File: src/rtl/spike_encoder.sv
// Temporal spike encoder: accepts a pixel frame over valid/ready and plays it out as
// per-pixel spike times across one time period, with a one-deep pending buffer.
`ifndef SE_NUM_SPIKES
`define SE_NUM_SPIKES 4
`endif
`ifndef SE_TIME_PERIOD
`define SE_TIME_PERIOD 8
`endif

module spike_encoder #(
  parameter int NUM_SPIKES  = `SE_NUM_SPIKES,
  parameter int TIME_PERIOD = `SE_TIME_PERIOD,
  parameter int PIXEL_BITS  = 8,
  parameter int THRESHOLD   = 16,
  localparam int SB         = $clog2(TIME_PERIOD)
) (
  input  logic                             clk,
  input  logic                             rst_l,
  input  logic                             in_valid,
  output logic                             in_ready,
  input  logic [NUM_SPIKES*PIXEL_BITS-1:0] in_pixels,
  input  logic                             in_training,
  output logic [NUM_SPIKES-1:0][SB:0]      spike_times,
  output logic [SB:0]                      time_val,
  output logic                             training,
  output logic                             frame_start,
  output logic                             frame_done,
  output logic                             busy
);

  typedef enum logic {IDLE, RUN} state_t;

  localparam logic [SB:0]           NO_SPIKE = {1'b1, {SB{1'b0}}};
  localparam logic [SB:0]           LAST_T   = (SB+1)'(TIME_PERIOD - 1);
  localparam logic [SB:0]           PENULT_T = (SB+1)'(TIME_PERIOD - 2);
  localparam logic [PIXEL_BITS-1:0] THR      = PIXEL_BITS'(THRESHOLD);

  state_t                        state;
  logic                          pend_valid;
  logic                          pend_training;
  logic [NUM_SPIKES-1:0][SB:0]   pend_times;
  logic [NUM_SPIKES-1:0][SB:0]   enc_times;
  logic                          accept;

  // Brighter pixels map to earlier times: invert, then keep the top SB bits.
  function automatic logic [SB:0] encode(input logic [PIXEL_BITS-1:0] pix);
    logic [PIXEL_BITS-1:0] inv;
    inv = (~pix) >> (PIXEL_BITS - SB);
    if (pix < THR) return NO_SPIKE;
    return {1'b0, inv[SB-1:0]};
  endfunction

  // NOTE: every variable written in always_comb gets a default first, so no latch is inferred.
  always_comb begin
    enc_times = '0;
    for (int i = 0; i < NUM_SPIKES; i++)
      enc_times[i] = encode(in_pixels[i*PIXEL_BITS +: PIXEL_BITS]);
  end

  assign in_ready = !pend_valid;
  assign accept   = in_valid && in_ready;

  // NOTE: sequential state uses non-blocking assignments only, so every read below sees pre-edge values.
  always_ff @(posedge clk or negedge rst_l) begin
    if (!rst_l) begin
      state         <= IDLE;
      pend_valid    <= 1'b0;
      pend_training <= 1'b0;
      pend_times    <= '{default: NO_SPIKE};
      spike_times   <= '{default: NO_SPIKE};
      time_val      <= '0;
      training      <= 1'b0;
      frame_start   <= 1'b0;
      frame_done    <= 1'b0;
      busy          <= 1'b0;
    end else begin
      // Accept and transfer are mutually exclusive: accept needs pend_valid==0.
      if (accept) begin
        pend_times    <= enc_times;
        pend_training <= in_training;
        pend_valid    <= 1'b1;
      end

      case (state)
        IDLE: begin
          time_val    <= '0;
          frame_done  <= 1'b0;
          if (pend_valid) begin
            spike_times <= pend_times;
            training    <= pend_training;
            pend_valid  <= 1'b0;
            frame_start <= 1'b1;
            busy        <= 1'b1;
            state       <= RUN;
          end else begin
            spike_times <= '{default: NO_SPIKE};
            training    <= 1'b0;
            frame_start <= 1'b0;
            busy        <= 1'b0;
          end
        end

        RUN: begin
          if (time_val == LAST_T) begin
            time_val   <= '0;
            frame_done <= 1'b0;
            if (pend_valid) begin
              spike_times <= pend_times;
              training    <= pend_training;
              pend_valid  <= 1'b0;
              frame_start <= 1'b1;
            end else begin
              spike_times <= '{default: NO_SPIKE};
              training    <= 1'b0;
              frame_start <= 1'b0;
              busy        <= 1'b0;
              state       <= IDLE;
            end
          end else begin
            time_val    <= time_val + 1'b1;
            frame_start <= 1'b0;
            frame_done  <= (time_val == PENULT_T);
          end
        end

        default: state <= IDLE;
      endcase
    end
  end

endmodule

File: config.mk
export PLATFORM = sky130hd
export DESIGN_NAME = spike_encoder
export DESIGN_NICKNAME = d
export VERILOG_FILES = /design/src/rtl/spike_encoder.sv
export SDC_FILE = /design/constraint.sdc
export NUM_CORES = 1
export LEC_CHECK = 0
export ABC_AREA = 0
export CORE_MARGIN = 10
export CORE_UTILIZATION = 48
export CTS_BUF_LIST = sky130_fd_sc_hd__clkbuf_4
export DETAILED_ROUTE_END_ITERATION = 10
export HOLD_SLACK_MARGIN = 0.05
export PLACE_DENSITY = 0.82
export SKIP_LAST_GASP = 1
export SYNTH_ARGS = -nofsm -noshare
export SYNTH_HDL_FRONTEND = slang
export SYNTH_SLANG_ARGS = --single-unit
File: constraint.sdc
create_clock -name clk -period 1.8 [get_ports clk]
set_clock_uncertainty 0.15 [all_clocks]
set_input_delay 0.36 -clock clk [delete_from_list [all_inputs] [get_ports clk]]
set_output_delay 0.36 -clock clk [all_outputs]
set_load 0.02 [all_outputs]
# Word level (Yosys, flattened, before mapping)

Index checks and enable logic that the tools add are counted.

Register bits: 43
RAM bits: 0
Latch bits: 0
Memory bits (read-only): 0
Input port bits: 36
Memories kept: 0
Word-level logic and storage cells: 67
Output and inout bits: 25

Magnitude comparators: 4
Add/subtract/negate cells: 1
Equal/unequal tests: 4
Shift operators: 0
Reductions and logical operators: 3
Multiplexer cells: 34
Multiply operators: 0
Bitwise gates (word level): 5
Divide/modulo/power cells: 0

Operators with widths:

| kind                                                                         | number |
|---|---|
| 4-bit two-way mux                                                            | 9 |
| 8-bit by 5-bit less-than comparator with 1-bit output, second input constant | 4 |
| 16-bit two-way mux                                                           | 2 |
| 8-bit NOT                                                                    | 4 |
| 16-bit case mux with 2 select lines                                          | 1 |
| 1-bit two-way mux                                                            | 15 |
| 1-bit case mux with 2 select lines                                           | 6 |
| 4-bit by 3-bit equality test with 1-bit output, second input constant        | 2 |
| 4-bit case mux with 2 select lines                                           | 1 |
| 4-bit by 1-bit adder with 4-bit output, second input constant                | 1 |
| 2-bit by 1-bit inequality test with 1-bit output, second input constant      | 1 |
| 2-bit inequality test, second input constant                                 | 1 |
| 2-bit AND reduction                                                          | 1 |
| 1-bit logical AND                                                            | 1 |
| 1-bit zero test                                                              | 1 |
| 1-bit NOT                                                                    | 1 |

# Logic depth before layout (Yosys ltp)

Depth after elaboration: 6
Gate-level depth with buffers: 6
Gate-level depth less buffers: 4

# Worst setup path after synthesis

Ideal clock, no wire load.

Path type: register -> register
Start: reg time_val[0]
End: reg spike_times[11] in the netlist's numbering
Arrival: 1.406 ns
Library setup time: 0.082 ns
Setup slack: 0.162 ns
Period minus slack after synthesis: 1.638 ns
Stages on the path, launching flop included: 6
Data required time: 1.568 ns
Buffers on the path: 1
Cells stage by stage: dfrtp_1 -> ha_1 -> nand3b_1 -> nand2_1 -> buf_6 -> mux2_4

Word-level cells in the longest chain between the ends: 2

RTL lines:

| what                                                       | line | RTL |
|---|---|---|
| from (decl)                                                | 24   | `output logic [SB:0] time_val,` |
| from (signal assigned)                                     | 120  | `time_val <= time_val + 1'b1;` |
| 4-bit by 3-bit equality test with 1-bit output             | 104  | `if (time_val == LAST_T) begin` |
| 2-bit by 1-bit inequality test with 1-bit output (no line) | -    |  |
| to (signal assigned)                                       | 89   | `spike_times <= pend_times;` |
| to (signal assigned)                                       | 108  | `spike_times <= pend_times;` |
| to (decl)                                                  | 23   | `output logic [NUM_SPIKES-1:0][SB:0] spike_times,` |

Every way passes these cells.
A chain may end at the register's enable or synchronous reset.

# Final worst setup path

Start: reg pend_valid
End: out in_ready

Word-level cells in the longest chain between the ends: 1

RTL lines:

| what                   | line | RTL |
|---|---|---|
| from (decl)            | 39   | `logic pend_valid;` |
| from (signal assigned) | 67   | `pend_valid <= 1'b0;` |
| from (signal assigned) | 81   | `pend_valid <= 1'b1;` |
| from (signal assigned) | 91   | `pend_valid <= 1'b0;` |
| 1-bit zero test        | 60   | `assign in_ready = !pend_valid;` |
| to (decl)              | 20   | `output logic in_ready,` |

Every way passes these cells.

==> out/qor.yml <==
htree_levels: 2
synthFlopType: "dfrtp_1"
synth_nets: 207
yosys-top-cells-area: "dfrtp_1 (45%), dfstp_2 (11%), mux2i_1 (7.2%)"
peakVddDrop_mv: 0.6651
worstPathArrival_ps: 1220
synth.yosys.seq_area_share_pct: 56.11
yosys.area.top_type: "dfrtp_1"
max-slew-margin-rel_pct: 70.02
min_period_ps: 1729
vias: 1343
grt_pass1_wl_um: 6499
hp-class: "reg -> reg"
cts_tree: "built"
crit_slowest_cell: "dfrtp_1"
clkSinkCount: 43
dieArea_sq_um: 6972
clk_pin_slew_worst_paths_ps: 110
core_area_sq_um: 3943
rsz0062_at_grt: "false"
drv_cap: 0
setup-violations-final: 0
die_w_um: 83.50
cp.depth: 2
switching_share_pct: 37.61
crit_fanout: 5
grt_pass1_vias: 1365
synth_seq_cells: 43
worstSetupPathType: "reg -> out"
wl_um: 3739
cts.path.max_buffers: 2
initial_core_util_pct: 49.10
switching_power_mw: 1.475
internal_power_mw: 2.447
first_pass_iters: 4
postSynth.asyncResetShare_pct: 100.0
cts_inserted_buffers: 5
cp_data_required_time_ps: 1290
path_delay_family: "buffers and inverters"
pwr-share-clk_pct: 12.1
cp-end-kind: "primary output"
fin_nets: 264
finalSetupTns_ps: 0
crit_buf_inv: 2
path_cells: "inv_1 -> dlygate4sd2_1"
antenna_cells: 0
max_stage_delay_ps: 400
hold_depth: 2
outcome: "completed"
synth.avg_cell_area_sq_um: 11.45
wl_per_cell_um: 13.50
crit_path_start_kind: "flop"
n_fill_cell: 331
p_comb_share_pct: 46.1
total_power_mw: 3.922
port_buffers: 44
ys_warn_count: 0
timing.rr.start: "time_val[0]"
gp_congestion: 0.7350
max_freq_mhz: 578.4
clockRootBuffer: "clkbuf_4"
synth-edff-count: 0
track_usage_pct: 11.10
io_pins: 61
synth_top_area_share_pct: 45.25
crit_start: "pend_valid"
grt_overflow: 0
drive_gt1_share_pct: 19.82
insertion_delay_ps: 340
netlist_area_sq_um: 1936
area_growth_pct: 31.22
ant_nets: 0
power_density_nw_per_um2: 1544
post-dp-hpwl_um: 2913
post-route-period-util_pct: 96.05
worst_pin_slew_ps: 449.7
hold_violations: 0
drt-initial-drc-count: 51
pwr-share-seq_pct: 41.9
die_h_um: 83.50
rows: 23
hp-start: "pend_times[7]"
vias_per_cell: 4.848
power.leakage_nw: 1.203
syn_inst: 169
antenna_found_initial: 0
slew_violations: 0
reg2regPathDepth: 5
synth_cell_types: 28
drc_errors: 0
grt_max_degree: 33
layer usage:
metal  share of wire (%)  GRT usage [%]  wire (um)  vias up
met1                  44          12.87       1648      627
met2                  49          18.47       1826       25
met3                 5.4          3.516        202        4
li1                    -              -          -      687
met5                   0              0          0        -
met4                 1.6          4.566         61        0
worst min-delay path, stage by stage, from the launching register on:
cell     delay (ps)
dfstp_2         380
nand2_1          40
o21ai_0          70
state kept, by name, indices dropped and copies added, names as in the netlist:
name,count
frame_done,1
spike_times,16
busy,1
pend_times,16
pend_training,1
training,1
pend_valid,1
time_val,4
state,1
frame_start,1
area by class of cell:
type	instances	area [sq um]	area share, %
Multi-Input combinational cell	103	720.7	28.37
Tap cell	50	62.56	2.463
Clock buffer	8	60.06	2.365
Inverter	15	56.30	2.217
Timing Repair Buffer	58	554.3	21.82
Sequential cell	43	1086	42.76
worst paths after layout:
path	to	slack, ps
setup / recovery	in_ready	70
hold / removal	pend_times[7]	330
setup reg to reg	spike_times[15]	170
hold reg to reg	pend_times[7]	330
max in group asynchronous	pend_times[3]	590
min in group asynchronous	training	340
synth_stat cells, types with 2 or more instances:
| cell | number |
|---|---|
| a21oi_1 | 2 |
| buf_4 | 2 |
| buf_6 | 3 |
| dfrtp_1 | 35 |
| dfstp_2 | 8 |
| ha_1 | 2 |
| inv_1 | 15 |
| mux2_4 | 4 |
| mux2i_1 | 14 |
| nand2_1 | 31 |
| nand2b_1 | 4 |
| nor2_1 | 2 |
| nor2b_1 | 4 |
| nor3_1 | 12 |
| o21ai_0 | 5 |
| o31ai_1 | 3 |
| o31ai_2 | 9 |
| or4_1 | 4 |
cells by family (layout without fill, tap and decap cells):
kind of cell | Yosys count | in the layout | synth area share (%)
compound gates | 19 | 19 | 8.791
xor+xnor | 1 | 1 | 0.4526
fa+ha+maj | 2 | 2 | 1.293
buf+inv | 23 | 81 | 6.657
flops | 43 | 43 | 56.11
mux | 19 | 19 | 10.92
simple gates | 62 | 62 | 15.77
per-stage QoR:
| step | area, sq um | utilization, % | setup slack, ps | hold WS (ps) | instances |
|---|---|---|---|---|---|
| floorplan | 1936 | - | 162.0 | -85.59 | 169 |
| global placement | 2496 | 63.31 | 92.83 | 178.6 | 268 |
| detailed placement | 2496 | 63.31 | 50.01 | 180.7 | 268 |
| CTS | 2536 | 64.33 | 6.558 | 332.7 | 277 |
| global route | 2540 | 64.42 | 0.7649 | 345.9 | 277 |
| finish | 2540 | 64.42 | 71.17 | 332.7 | 277 |
cell usage in the layout, fill, tap and decap left out, types with 2 or more instances in the layout:
cell type	count
inv_1	15
nor3_1	12
o31ai_2	9
clkbuf_4	8
mux2_4	4
o31ai_1	3
a21oi_1	2
buf_12	3
mux2i_1	14
clkdlybuf4s50_1	18
ha_1	2
o21ai_0	5
buf_4	10
nor2_1	2
nand2_1	31
dlygate4sd2_1	23
nor2b_1	4
dfrtp_1	35
nand2b_1	4
dfstp_2	8
or4_1	4
what timing repair did:
item / in CTS / in global routing
endpoints found under the hold margin: 15 / 0
pin swaps: 0 / 0
hold buffers: 1 / 0
buffers inserted: 0 / 0
endpoints found under the setup margin: 24 / 2
resized for setup: 24 / 2
gates cloned: 0 / 0
power by group through the flow:
stage | combinational (mW) | sequential (mW) | clock (mW)
2_1_floorplan | 0.996 | 1.91 | 0
3_3_place_gp | 1.94 | 1.66 | 0
3_5_place_dp | 2.00 | 1.68 | 0
4_1_cts | 1.84 | 1.65 | 0.494
5_1_grt | 1.99 | 1.70 | 0.541
6_report | 1.81 | 1.64 | 0.473
No activity file was read; power rests on OpenSTA's default activity.
